`config.mk`:
```
export PLATFORM = sky130hd
export DESIGN_NAME = branch_resolve_unit
export DESIGN_NICKNAME = d
export VERILOG_FILES = /design/src/rtl/branch_resolve_unit_pkg.sv /design/src/rtl/bru_fifo.sv /design/src/rtl/branch_resolve_unit.sv
export SDC_FILE = /design/constraint.sdc
export NUM_CORES = 1
export LEC_CHECK = 0
export ABC_AREA = 1
export CELL_PAD_IN_SITES_DETAIL_PLACEMENT = 1
export CELL_PAD_IN_SITES_GLOBAL_PLACEMENT = 1
export CORE_MARGIN = 10
export CORE_UTILIZATION = 39
export CTS_CLUSTER_SIZE = 30
export DETAILED_ROUTE_END_ITERATION = 12
export PLACE_DENSITY_LB_ADDON = 0.1
export SYNTH_ARGS = -nofsm -noshare
export SYNTH_HDL_FRONTEND = slang
export SYNTH_SLANG_ARGS = --single-unit
```
`constraint.sdc`:
```
create_clock -name clk -period 10.44 [get_ports clk]
set_input_delay 1.044 -clock clk [delete_from_list [all_inputs] [get_ports clk]]
set_output_delay 1.044 -clock clk [all_outputs]
set_load 0.02 [all_outputs]
```
`src/rtl/branch_resolve_unit_pkg.sv`:
```
// Shared types and default widths for the gshare predictor / branch resolve path.
package branch_resolve_unit_pkg;

    localparam int DEF_PC_W  = 32;
    localparam int DEF_IDX_W = 6;
    localparam int DEF_GHR_W = 6;

    typedef struct packed {
        logic [DEF_IDX_W-1:0] pc;
        logic [DEF_GHR_W-1:0] ghr;
        logic                 pred;
    } pred_entry_t;

    typedef enum logic {
        RUN   = 1'b0,
        FLUSH = 1'b1
    } bru_state_t;

    // History the fetch side resumes with once the branch's real direction is known.
    function automatic logic [DEF_GHR_W-1:0] ghrShift(input logic [DEF_GHR_W-1:0] ghr,
                                                     input logic                 taken);
        return {ghr[DEF_GHR_W-2:0], taken};
    endfunction

endpackage

```
`src/rtl/bru_fifo.sv`:
```
// In-order queue of in-flight branch predictions with push, pop and whole-queue clear.
module bru_fifo #(
    parameter int DEPTH = 4,
    parameter int WIDTH = 13
) (
    input  logic                     clk,
    input  logic                     reset,
    input  logic                     push_i,
    input  logic                     pop_i,
    input  logic                     clear_i,
    input  logic [WIDTH-1:0]         wdata_i,
    output logic [WIDTH-1:0]         head_o,
    output logic [$clog2(DEPTH):0]   occupancy_o
);

    localparam int PTR_W = $clog2(DEPTH);
    localparam int OCC_W = PTR_W + 1;

    logic [WIDTH-1:0] mem_q [DEPTH];
    logic [PTR_W-1:0] wrPtr_q, wrPtr_d;
    logic [PTR_W-1:0] rdPtr_q, rdPtr_d;
    logic [OCC_W-1:0] occ_q, occ_d;

    // Clear drops everything by snapping the read pointer onto the write pointer.
    always_comb begin
        wrPtr_d = wrPtr_q;
        rdPtr_d = rdPtr_q;
        occ_d   = occ_q;
        if (clear_i) begin
            rdPtr_d = wrPtr_q;
            occ_d   = '0;
        end else begin
            if (push_i) wrPtr_d = wrPtr_q + PTR_W'(1);
            if (pop_i)  rdPtr_d = rdPtr_q + PTR_W'(1);
            case ({push_i, pop_i})
                2'b10:   occ_d = occ_q + OCC_W'(1);
                2'b01:   occ_d = occ_q - OCC_W'(1);
                default: occ_d = occ_q;
            endcase
        end
    end

    always_ff @(posedge clk or posedge reset) begin
        if (reset) begin
            wrPtr_q <= '0;
            rdPtr_q <= '0;
            occ_q   <= '0;
            for (int i = 0; i < DEPTH; i++) mem_q[i] <= '0;
        end else begin
            wrPtr_q <= wrPtr_d;
            rdPtr_q <= rdPtr_d;
            occ_q   <= occ_d;
            if (push_i && !clear_i) mem_q[wrPtr_q] <= wdata_i;
        end
    end

    assign head_o      = mem_q[rdPtr_q];
    assign occupancy_o = occ_q;

endmodule

```
`src/rtl/branch_resolve_unit.sv`:
```
// Retires gshare predictions in order, feeds PHT/GHR updates back and redirects fetch on a mispredict.
module branch_resolve_unit
    import branch_resolve_unit_pkg::*;
#(
    parameter int PC_W  = DEF_PC_W,
    parameter int IDX_W = DEF_IDX_W,
    parameter int GHR_W = DEF_GHR_W,
    parameter int DEPTH = 4,
    parameter int CNT_W = 16
) (
    input  logic                    clk,
    input  logic                    reset,
    input  logic                    push_valid,
    input  logic [IDX_W-1:0]        push_pc,
    input  logic [GHR_W-1:0]        push_ghr,
    input  logic                    push_pred,
    output logic                    push_ready,
    input  logic                    resolve_valid,
    input  logic                    resolve_taken,
    input  logic [PC_W-1:0]         resolve_target,
    input  logic [PC_W-1:0]         resolve_fallthrough,
    output logic                    branch_update,
    output logic                    actual_outcome,
    output logic [IDX_W-1:0]        pc_branch_upd,
    output logic [GHR_W-1:0]        ghr_upd,
    output logic                    mispredict,
    output logic [PC_W-1:0]         redirect_pc,
    output logic [GHR_W-1:0]        ghr_restore,
    output logic [$clog2(DEPTH):0]  occupancy,
    output logic                    underflow_err,
    output logic [CNT_W-1:0]        stat_branches,
    output logic [CNT_W-1:0]        stat_mispredicts
);

    localparam int OCC_W = $clog2(DEPTH) + 1;

    bru_state_t  state_q, state_d;
    pred_entry_t pushEntry, headEntry;
    logic [OCC_W-1:0] occ;

    logic inRun, pushAcc, resolveAcc, mispAcc, underflowHit;

    logic             branchUpdate_q, branchUpdate_d;
    logic             actualOutcome_q, actualOutcome_d;
    logic [IDX_W-1:0] pcUpd_q, pcUpd_d;
    logic [GHR_W-1:0] ghrUpd_q, ghrUpd_d;
    logic             mispredict_q, mispredict_d;
    logic [PC_W-1:0]  redirectPc_q, redirectPc_d;
    logic [GHR_W-1:0] ghrRestore_q, ghrRestore_d;
    logic             underflowErr_q, underflowErr_d;
    logic [CNT_W-1:0] statBranches_q, statBranches_d;
    logic [CNT_W-1:0] statMisp_q, statMisp_d;

    assign inRun        = (state_q == RUN);
    assign push_ready   = inRun && (occ != OCC_W'(DEPTH));
    assign pushAcc      = push_valid && push_ready;
    assign resolveAcc   = resolve_valid && inRun && (occ != '0);
    assign underflowHit = resolve_valid && inRun && (occ == '0);
    assign mispAcc      = resolveAcc && (resolve_taken != headEntry.pred);

    assign pushEntry.pc   = push_pc;
    assign pushEntry.ghr  = push_ghr;
    assign pushEntry.pred = push_pred;

    // A mispredict empties the queue, so neither the pop nor a same-cycle push may land.
    bru_fifo #(
        .DEPTH (DEPTH),
        .WIDTH ($bits(pred_entry_t))
    ) u_fifo (
        .clk         (clk),
        .reset       (reset),
        .push_i      (pushAcc && !mispAcc),
        .pop_i       (resolveAcc && !mispAcc),
        .clear_i     (mispAcc),
        .wdata_i     (pushEntry),
        .head_o      (headEntry),
        .occupancy_o (occ)
    );

    always_comb begin
        state_d         = state_q;
        branchUpdate_d  = resolveAcc;
        actualOutcome_d = resolveAcc && resolve_taken;
        pcUpd_d         = resolveAcc ? headEntry.pc  : '0;
        ghrUpd_d        = resolveAcc ? headEntry.ghr : '0;
        mispredict_d    = mispAcc;
        redirectPc_d    = redirectPc_q;
        ghrRestore_d    = ghrRestore_q;
        underflowErr_d  = underflowErr_q || underflowHit;
        statBranches_d  = statBranches_q;
        statMisp_d      = statMisp_q;

        if (resolveAcc && (statBranches_q != {CNT_W{1'b1}}))
            statBranches_d = statBranches_q + CNT_W'(1);
        if (mispAcc && (statMisp_q != {CNT_W{1'b1}}))
            statMisp_d = statMisp_q + CNT_W'(1);

        // FLUSH covers the single wrong-path cycle after a redirect.
        case (state_q)
            RUN: begin
                if (mispAcc) begin
                    state_d      = FLUSH;
                    redirectPc_d = resolve_taken ? resolve_target : resolve_fallthrough;
                    ghrRestore_d = ghrShift(headEntry.ghr, resolve_taken);
                end
            end
            FLUSH:   state_d = RUN;
            default: state_d = RUN;
        endcase
    end

    always_ff @(posedge clk or posedge reset) begin
        if (reset) begin
            state_q         <= RUN;
            branchUpdate_q  <= 1'b0;
            actualOutcome_q <= 1'b0;
            pcUpd_q         <= '0;
            ghrUpd_q        <= '0;
            mispredict_q    <= 1'b0;
            redirectPc_q    <= '0;
            ghrRestore_q    <= '0;
            underflowErr_q  <= 1'b0;
            statBranches_q  <= '0;
            statMisp_q      <= '0;
        end else begin
            state_q         <= state_d;
            branchUpdate_q  <= branchUpdate_d;
            actualOutcome_q <= actualOutcome_d;
            pcUpd_q         <= pcUpd_d;
            ghrUpd_q        <= ghrUpd_d;
            mispredict_q    <= mispredict_d;
            redirectPc_q    <= redirectPc_d;
            ghrRestore_q    <= ghrRestore_d;
            underflowErr_q  <= underflowErr_d;
            statBranches_q  <= statBranches_d;
            statMisp_q      <= statMisp_d;
        end
    end

    assign branch_update    = branchUpdate_q;
    assign actual_outcome   = actualOutcome_q;
    assign pc_branch_upd    = pcUpd_q;
    assign ghr_upd          = ghrUpd_q;
    assign mispredict       = mispredict_q;
    assign redirect_pc      = redirectPc_q;
    assign ghr_restore      = ghrRestore_q;
    assign occupancy        = occ;
    assign underflow_err    = underflowErr_q;
    assign stat_branches    = statBranches_q;
    assign stat_mispredicts = statMisp_q;

endmodule
```
==> metrics.md, run 1 <==
| Metric | Value |
|---|---|
| Status | `complete, no violations` |
| Die Height | `153.3 um` |
| Commonest cells post-synth | `nand2_1 (245), dfrtp_1 (146), nor2_1 (125), nand3_1 (68), o21ai_0 (44)` |
| Die area | `23,510 um2` |
| Total grt overflow | `0` |
| Switching share of total power | `0.4158` |
| Vias in the first global route | `6,725` |
| Site row count | `48` |
| Clk sinks | `146` |
| HPWL Detailed | `15,970 um` |
| Cell internal pwr | `1.608 mW` |
| VDD IR-drop max | `0.1475 mV` |
| Measured slew at the worst slew-check pin | `0.9028 ns` |
| CTS-repair resized insts | `0` |
| Num CTS Buffers | `17` |
| CTS Hold Bufs | `0` |
| Slew headroom | `0.3981` |
| Fin util | `0.5373` |
| CTS H-tree depth | `4` |
| Vias/cell | `5.082` |
| Drt pass-1 iters | `4` |
| Starting density of the core | `0.3994` |
| Setup Viol. Count Final | `0` |
| Post-synth EDFFs | `0` |
| Reg2reg path depth | `10` |
| Synth warn | `0` |
| Syn_area_per_cell | `8.262 um2` |
| Min Tclk post-route | `4.359 ns` |
| Chip width | `153.3 um` |
| CTS root buf | `clkbuf_16` |
| Drc violations | `0` |
| Slowest cell delay on critical path | `0.68 ns` |
| NetSw | `1.144 mW` |
| Core ar. | `17,360 um2` |
| Final net count | `1,081` |
| CP cell instances | `clkdlybuf4s50_1 > buf_4 > inv_2 > nand3_2 > nand3_4 > nand2_2 > inv_2 > buf_4 > nand2_1 > nand2_1 > nand2_1` |
| Synth unique cells | `33` |
| Routed len/inst | `18.64 um` |
| CP most frequent cell | `nand2_1` |
| Clock group share of total power | `0.220` |
| Post-synth ARST share | `1.000` |
| Antenna diodes | `0` |
| GRT Util Overall | `0.1964` |
| R2R Path End | `u_fifo.mem_q[29]` |
| Reg power frac | `0.346` |
| Clock transition at path regs | `0.06 ns` |
| Slowest CP cell | `nand3_4` |
| Flop-to-flop setup slack | `6.71 ns` |
| Hold Path Class | `flip-flop to flip-flop` |
| Share of cells above drive strength 1 | `0.05473` |
| Synth area leader | `dfrtp_1` |
| Static leakage power | `4.324 nW` |
| Setup TNS Final | `0 ns` |
| Tcrit/Tclk final | `0.4175` |
| Area fraction of the dominant cell type after synthesis | `0.5271` |
| Worst flop-to-flop path startpoint | `u_fifo.rdPtr_q[1]` |
| Routed wire length | `22,930 um` |
| MaxCap Viol Count | `0` |
| Critical Path AT | `4.67 ns` |
| P&R area growth vs syn | `34.55%` |
| Worst Skew | `0.01051 ns` |
| CP startpoint kind | `input pin` |
| GP Congestion | `0.8352` |
| Launch point of the worst path | `resolve_taken` |
| Pin count of the biggest net entering global routing | `87` |
| Postcts setup bufs | `0` |
| Ys flop type | `dfrtp_1` |
| Total number of vias | `6,251` |
| FMAX | `229.4 MHz` |
| Crit end category | `flip-flop` |
| CP Max Fanout | `80` |
| # IOs | `172` |
| Crit path to | `u_fifo.mem_q[29]` |
| Synth Instances | `839` |
| Initial antenna violation count | `1` |
| Pins Over Slew Limit | `0` |
| CTS tree | `yes` |
| Synthesized area | `6932 um2` |
| Power share of the combinational group | `0.434` |
| Most area-consuming cells after synthesis | `dfrtp_1 (53%), nand2_1 (13%), nor2_1 (6.8%), nand3_1 (4.9%), o31ai_1 (3.5%)` |
| Yosys reg bits | `146` |
| RSZ-0062 raised after global routing | `false` |
| CP Class | `input pin to flip-flop` |
| Clock Tree Buf Depth | `2` |
| Post-route ant nets | `0` |
| Count of buffers from port buffering | `171` |
| First-pass GRT wire length | `37,650 um` |
| Cell Pwr Density | `295.1 nW/um2` |
| Required time of the critical path | `10.75 ns` |
| Iter 0 DRT Violations | `267` |
| Register area share after synthesis | `0.5271` |
| Final Hold Vio Count | `0` |
| Mapped Nets | `928` |
| Clk_lat worst skew | `0.43 ns` |
| Most numerous cell in the Yosys netlist | `nand2_1` |
## cell type report
type                       count  area (um2)
fill                        2079        8030
sequential                   146        3654
multi-input combinational    601        2873
timing repair buffer         175        1742
clock buffer                  19       442.9
tap                          225       281.5
inverter                      51       197.7
clock inverter                13       136.4
## critical path: cells and delay by family
kind / cells / cell delay (ns)
and+or+nand+nor: 6 / 1.79
buffers and inverters: 5 / 1.75
## routing by layer
metal  global-route usage  up-vias  part of all wire
met5                    0        -           0.00074
met4              0.04905        2             0.011
met3              0.05163       20             0.063
met2               0.3093      156              0.46
met1               0.2625     3057              0.46
li1                     -     3016                 -
## how the worst min path moves through the flow
stage,slack [ns],cells past startpoint,endpoint,start
after global placement,0.45,2,u_fifo.mem_q[12],u_fifo.mem_q[12]
after global routing,0.49,2,u_fifo.mem_q[46],u_fifo.mem_q[46]
after CTS,0.48,2,u_fifo.mem_q[12],u_fifo.mem_q[12]
final,0.47,2,u_fifo.mem_q[51],u_fifo.mem_q[51]
after detailed placement,0.46,2,u_fifo.mem_q[16],u_fifo.mem_q[16]
after floorplan,0.44,2,u_fifo.mem_q[12],u_fifo.mem_q[12]
## placed cells by master (no fill, tap or decap), drive strengths merged, types with 2 or more instances in the layout
cell,n
clkdlybuf4s50,171
nand3,72
o22ai,6
nand3b,2
nor3,13
buf,4
clkinvlp,4
inv,50
nand2,249
clkinv,8
a21oi,9
clkbuf,19
o21ai,48
nand4,6
o31ai,32
dfrtp,146
xnor2,9
nor2,127
xor2,18
ha,6
bufinv,2
## through the flow
step	setup WS, ns	area (um2)	power (mW)	std cells	hold WS (ns)
global placement	5.781	8747	2.125	1198	0.4498
global route	5.748	9326	2.965	1230	0.4915
finish	6.081	9326	2.753	1230	0.4693
detailed placement	5.701	8747	2.167	1198	0.4594
CTS	6.113	9326	2.786	1230	0.4750
floorplan	5.473	6932	1.666	839	0.4366
## power groups by stage
stage          clock [mW]  combinational, mW  sequential (mW)
6_report            0.605               1.20            0.952
3_5_place_dp            0               1.21            0.957
3_3_place_gp            0               1.17            0.951
4_1_cts             0.618               1.22            0.951
5_1_grt             0.644               1.34            0.984
2_1_floorplan           0              0.601             1.07
## kinds of logic (layout without fill, tap and decap cells)
family | count (synthesis) | in the layout | share of synthesized area
simple gates | 469 | 469 | 0.2823
flops | 146 | 146 | 0.5271
compound gates | 98 | 98 | 0.08430
buf+inv | 92 | 258 | 0.05848
xor+xnor | 27 | 27 | 0.03412
fa+ha+maj | 7 | 7 | 0.01372
## registers in the layout, indices dropped and copies added, names as in the netlist
signal              cells
mispredict              1
redirect_pc            32
ghr_restore             6
u_fifo.wrPtr_q          2
ghr_upd                 6
branch_update           1
u_fifo.rdPtr_q          2
underflow_err           1
u_fifo.mem_q           52
pc_branch_upd           6
stat_branches          16
stat_mispredicts       16
u_fifo.occupancy_o      3
state_q                 1
actual_outcome          1
(Power assumes the default switching activity.)
==> run 2, diff against run 1 <==
- CORE_UTILIZATION: 39 -> 33
- clock period: 10.44 -> 3.9 ns (I/O delays scaled with it)
==> run 2 against run 1 <==
Against the previous run: largest cell class unchanged; worst hold slack got worse by 0.0044 ns; wire length increased by 1.4%; utilization is 7.2 points lower; combinational power rose to 2.7 times the previous value; largest power group unchanged; clock skew down 0.0020 ns; cell count rose by 3.9%; highest routed layer is now met4; sequential share of layout area fell by 0.74 points.
==> metrics.md, run 2 (synthesized netlist as in run 1, its figures left out) <==
| Metric | Value |
|---|---|
| Non-Filler Instances | `1,278` |
| Drt pass-1 iters | `5` |
| Measured slew at the worst slew-check pin | `0.9869 ns` |
| Chip width | `164.9 um` |
| Post-Place Setup Slack | `0.8651 ns` |
| Switching share of total power | `0.4049` |
| Static leakage power | `4.385 nW` |
| Crit end category | `flip-flop` |
| Clock transition at path regs | `0.06 ns` |
| Setup Viol. Count Final | `0` |
| Share of cells above drive strength 1 | `0.05760` |
| Clk_lat worst skew | `0.43 ns` |
| Min Tclk post-route | `2.784 ns` |
| MaxCap Viol Count | `0` |
| First-pass GRT wire length | `37,000 um` |
| Sum of buffers and inverters on the critical path | `4` |
| CP startpoint kind | `flip-flop` |
| HPWL Detailed | `16,120 um` |
| Clk sinks | `146` |
| Fin util | `0.4653` |
| Pins Over Slew Limit | `0` |
| CP cell instances | `inv_2 > nand3_1 > nand2_1 > nand2_2 > nand3_4 > buf_4 > inv_2 > nand2_2 > inv_2 > nand2_1 > o21ai_0` |
| Drc violations | `0` |
| Vias in the first global route | `6,539` |
| Cell internal pwr | `4.512 mW` |
| Routed len/inst | `18.19 um` |
| Core ar. | `20,430 um2` |
| Final Hold Vio Count | `0` |
| Hold WS | `0.4650 ns` |
| Hold Path Class | `flip-flop to flip-flop` |
| Routed wire length | `23,250 um` |
| Required time of the critical path | `4.20 ns` |
| Initial antenna violation count | `0` |
| Status | `complete, no violations` |
| Total grt overflow | `0` |
| Worst Skew | `0.008480 ns` |
| CTS H-tree depth | `4` |
| Clock group share of total power | `0.242` |
| Total number of vias | `6,228` |
| Count of buffers from port buffering | `171` |
| Tot Pwr | `7.583 mW` |
| NetSw | `3.071 mW` |
| Slowest cell delay on critical path | `0.63 ns` |
| CTS Hold Bufs | `0` |
| Max reg flops | `52` |
| Post-route ant nets | `0` |
| CTS tree | `yes` |
| Final WS setup | `1.116 ns` |
| Pin count of the biggest net entering global routing | `80` |
| Largest register by flop count | `u_fifo.mem_q` |
| Starting density of the core | `0.3393` |
| RSZ-0062 raised after global routing | `false` |
| CTS root buf | `clkbuf_16` |
| Tcrit/Tclk final | `0.7138` |
| Slew headroom | `0.3407` |
| Setup TNS Final | `0 ns` |
| Post-Place Cells | `1,247` |
| Site row count | `52` |
| Clock Tree Buf Depth | `2` |
| Final net count | `1,085` |
| FMAX | `359.2 MHz` |
| Design Area, Final | `9505 um2` |
| Die Height | `164.9 um` |
| GRT Util Overall | `0.1724` |
| CTS-repair resized insts | `0` |
| Postcts setup bufs | `0` |
| Placed cell area | `8857 um2` |
| GP Congestion | `0.7984` |
| Reg power frac | `0.331` |
| Iter 0 DRT Violations | `349` |
| Vias/cell | `4.873` |
| CP Max Fanout | `79` |
| CP Class | `flip-flop to flip-flop` |
| Slowest CP cell | `buf_4` |
| VDD IR-drop max | `0.4236 mV` |
| Cell Pwr Density | `797.8 nW/um2` |
| CP most frequent cell | `inv_2` |
| # IOs | `172` |
| Commonest cells after routing, fill and taps aside | `nand2_1 (245), clkdlybuf4s50_1 (171), dfrtp_1 (146), nor2_1 (125), nand3_1 (68)` |
| Power share of the combinational group | `0.427` |
| P&R area growth vs syn | `37.13%` |
| Commonest non-fill, non-tap cell in the layout | `nand2_1` |
| Crit-path leading delay family | `buffers and inverters` |
| Die area | `27,200 um2` |
| Num CTS Buffers | `17` |
| Critical Path AT | `3.08 ns` |
[run 2: changes by cell type in the layout (fill, tap and decap cells not counted), sizes merged]
cell / delta
buf: +4
clkinv: -2
clkinvlp: -2
clkbuf: -1
bufinv: +3
diode: +1
[run 2: area by class of cell]
| class | count | area [um2] |
|---|---|---|
| fill | 2445 | 10920 |
| clock inverter | 12 | 206.4 |
| tap | 270 | 337.8 |
| antenna | 1 | 2.502 |
| clock buffer | 18 | 439.2 |
| multi-input combinational | 601 | 2873 |
| inverter | 51 | 196.4 |
| sequential | 146 | 3654 |
| timing repair buffer | 179 | 1797 |
[run 2: power groups by stage]
stage | Clock, mW | Combinational [mW] | Sequential (mW)
floorplan | 0 | 1.61 | 2.85
global placement | 0 | 3.24 | 2.52
detailed placement | 0 | 3.29 | 2.54
CTS | 1.88 | 3.31 | 2.51
global route | 1.93 | 3.62 | 2.59
finish | 1.83 | 3.24 | 2.51
[run 2: final timing paths]
check	from	to	slack, ns	depth (start not counted)
min in group asynchronous	reset	redirect_pc[25]	0.51	2
max in group asynchronous	reset	stat_mispredicts[0]	2.56	3
max	u_fifo.rdPtr_q[1]	stat_mispredicts[11]	1.12	11
min reg2reg	u_fifo.mem_q[17]	u_fifo.mem_q[17]	0.46	2
max reg2reg	u_fifo.rdPtr_q[1]	stat_mispredicts[11]	1.12	11
min	u_fifo.mem_q[17]	u_fifo.mem_q[17]	0.46	2
[run 2: worst min-delay path, delay by kind of cell, from the launching register on]
kind	cells	cell delay, ns
DFF	1	0.34
and+or+nand+nor	2	0.09
[run 2: layer usage]
metal / GRT usage / vias up / routed length [um] / part of all wire
li1: - / 3025 / - / -
met1: 0.2271 / 3030 / 10800 / 0.46
met2: 0.2803 / 150 / 10730 / 0.46
met3: 0.03784 / 23 / 1457 / 0.063
met4: 0.04589 / 0 / 269 / 0.012
met5: 0 / - / 0 / 0
==> run 3, diff against run 2 <==
- CORE_UTILIZATION: 33 -> 36
- clock period: 3.9 -> 2.73 ns (I/O delays scaled with it)
==> run 3 against run 2 <==
Against the previous run: final area unchanged; non-clock buffer count rose by 7; via count fell by 0.51%; count of clock-buffer cells in the layout fell by 1; worst hold slack got worse by 0.38 ns; global-route usage grew 0.97 points; clock skew grew 0.0047 ns; highest routed layer unchanged.
==> metrics.md, run 3 (synthesized netlist as in run 1, its figures left out) <==
| Metric | Value |
|---|---|
| Status | `complete, no violations` |
| Iter 0 DRT Violations | `313` |
| Measured slew at the worst slew-check pin | `0.7716 ns` |
| Initial antenna violation count | `1` |
| Chip width | `158.8 um` |
| FMAX | `456.9 MHz` |
| CP Class | `flip-flop to flip-flop` |
| Drt pass-1 iters | `4` |
| Setup TNS Final | `0 ns` |
| Clock group share of total power | `0.227` |
| GP Congestion | `0.7797` |
| Post-route ant nets | `0` |
| Power share of the combinational group | `0.439` |
| Largest register by flop count | `u_fifo.mem_q` |
| Clk sinks | `146` |
| Slew headroom | `0.4856` |
| Cell Pwr Density | `1126 nW/um2` |
| CTS root buf | `clkbuf_16` |
| Clk_lat worst skew | `0.43 ns` |
| Clock transition at path regs | `0.07 ns` |
| Final net count | `1,092` |
| Final Hold Vio Count | `0` |
| MaxCap Viol Count | `0` |
| Clock Tree Buf Depth | `2` |
| Site row count | `50` |
| Required time of the critical path | `3.04 ns` |
| RSZ-0062 raised after global routing | `false` |
| Postcts setup bufs | `0` |
| FILL cells | `2,223` |
| Vias in the first global route | `6,508` |
| Hold WS | `0.08905 ns` |
| Vias/cell | `4.852` |
| FF/Latch Area | `3654 um2` |
| Pin count of the biggest net entering global routing | `84` |
| Core ar. | `18,830 um2` |
| Worst Skew | `0.01315 ns` |
| Multi-input logic area | `2873 um2` |
| Share of cells above drive strength 1 | `0.06594` |
| P&R area growth vs syn | `37.13%` |
| Switching share of total power | `0.4119` |
| Pins Over Slew Limit | `0` |
| Setup Viol. Count Final | `0` |
| HPWL Detailed | `15,960 um` |
| Min Tclk post-route | `2.188 ns` |
| Crit end category | `flip-flop` |
| Total grt overflow | `0` |
| Static leakage power | `4.397 nW` |
| Commonest non-fill, non-tap cell in the layout | `nand2_1` |
| CTS Hold Bufs | `0` |
| Critical Path AT | `2.50 ns` |
| Commonest cells after routing, fill and taps aside | `nand2_1 (245), clkdlybuf4s50_1 (171), dfrtp_1 (146), nor2_1 (125), nand3_1 (68)` |
| Tcrit/Tclk final | `0.8016` |
| Reg power frac | `0.333` |
| CTS H-tree depth | `4` |
| Routed wire length | `22,780 um` |
| CP startpoint kind | `flip-flop` |
| First-pass GRT wire length | `37,470 um` |
| Die area | `25,200 um2` |
| Starting density of the core | `0.3681` |
| CTS-repair resized insts | `0` |
| CP Max Fanout | `14` |
| NetSw | `4.409 mW` |
| Count of buffers from port buffering | `171` |
| Num CTS Buffers | `17` |
| Die Height | `158.8 um` |
| CTS tree | `yes` |
| Routed len/inst | `17.84 um` |
| GRT Util Overall | `0.1821` |
| # IOs | `172` |
| Max reg flops | `52` |
| Drc violations | `0` |
| Cell internal pwr | `6.297 mW` |
| Total number of vias | `6,196` |
| VDD IR-drop max | `0.5654 mV` |
| Hold Path Class | `input pin to async pin` |
## run 3: worst max-delay path, cell delays in order, from the launching register on
cell and delay (ns):
dfrtp_1 0.44, inv_1 0.12, a31oi_1 0.23, nand2_1 0.19
clkinv_1 0.12, nand2_2 0.08, inv_2 0.22, nand2_1 0.43
nand2_1 0.17, nand2_1 0.07
## run 3: power by group through the flow
| stage | combinational (mW) | sequential [mW] | clock, mW |
|---|---|---|---|
| finish | 4.70 | 3.57 | 2.43 |
| CTS | 4.80 | 3.58 | 2.48 |
| detailed placement | 4.77 | 3.61 | 0 |
| global route | 5.22 | 3.69 | 2.60 |
| floorplan | 2.30 | 4.07 | 0 |
| global placement | 4.67 | 3.58 | 0 |
## run 3: path summary, 6_finish.rpt
kind | cells past startpoint | startpoint | end | slack (ns)
min | 2 | reset | mispredict | 0.09
max | 9 | u_fifo.occupancy_o[1] | u_fifo.mem_q[38] | 0.54
min in group clk | 3 | resolve_fallthrough[25] | redirect_pc[25] | 0.44
max in group asynchronous | 3 | reset | u_fifo.mem_q[49] | 1.98
min reg2reg | 2 | u_fifo.mem_q[34] | u_fifo.mem_q[34] | 0.47
max reg2reg | 9 | u_fifo.occupancy_o[1] | u_fifo.mem_q[38] | 0.54
## run 3: final cells by class
cell class,instances,area share
Tap cell,260,0.03422
Timing Repair Buffer,186,0.1946
Multi-Input combinational cell,601,0.3022
Clock buffer,17,0.04475
Antenna cell,1,0.0002633
Inverter,51,0.02067
Sequential cell,146,0.3844
Clock inverter,15,0.01895
## run 3: metal layers
metal / part of all wire / global-route usage
met3: 0.046 / 0.03847
met5: 0 / 0
met4: 0.011 / 0.04677
met1: 0.49 / 0.2499
met2: 0.45 / 0.2852
## run 3: per-stage QoR
stage                     setup slack [ns]  cell area (um2)    util  cells  power [mW]
after floorplan                     0.3652             6935       -    839       6.372
after global placement              0.5431             8897  0.4725   1244       8.254
after detailed placement            0.5068             8897  0.4725   1244       8.384
after CTS                           0.5289             9503  0.5047   1276       10.86
after global routing                0.3299             9503  0.5047   1276       11.51
final                               0.5415             9505  0.5048   1277       10.71
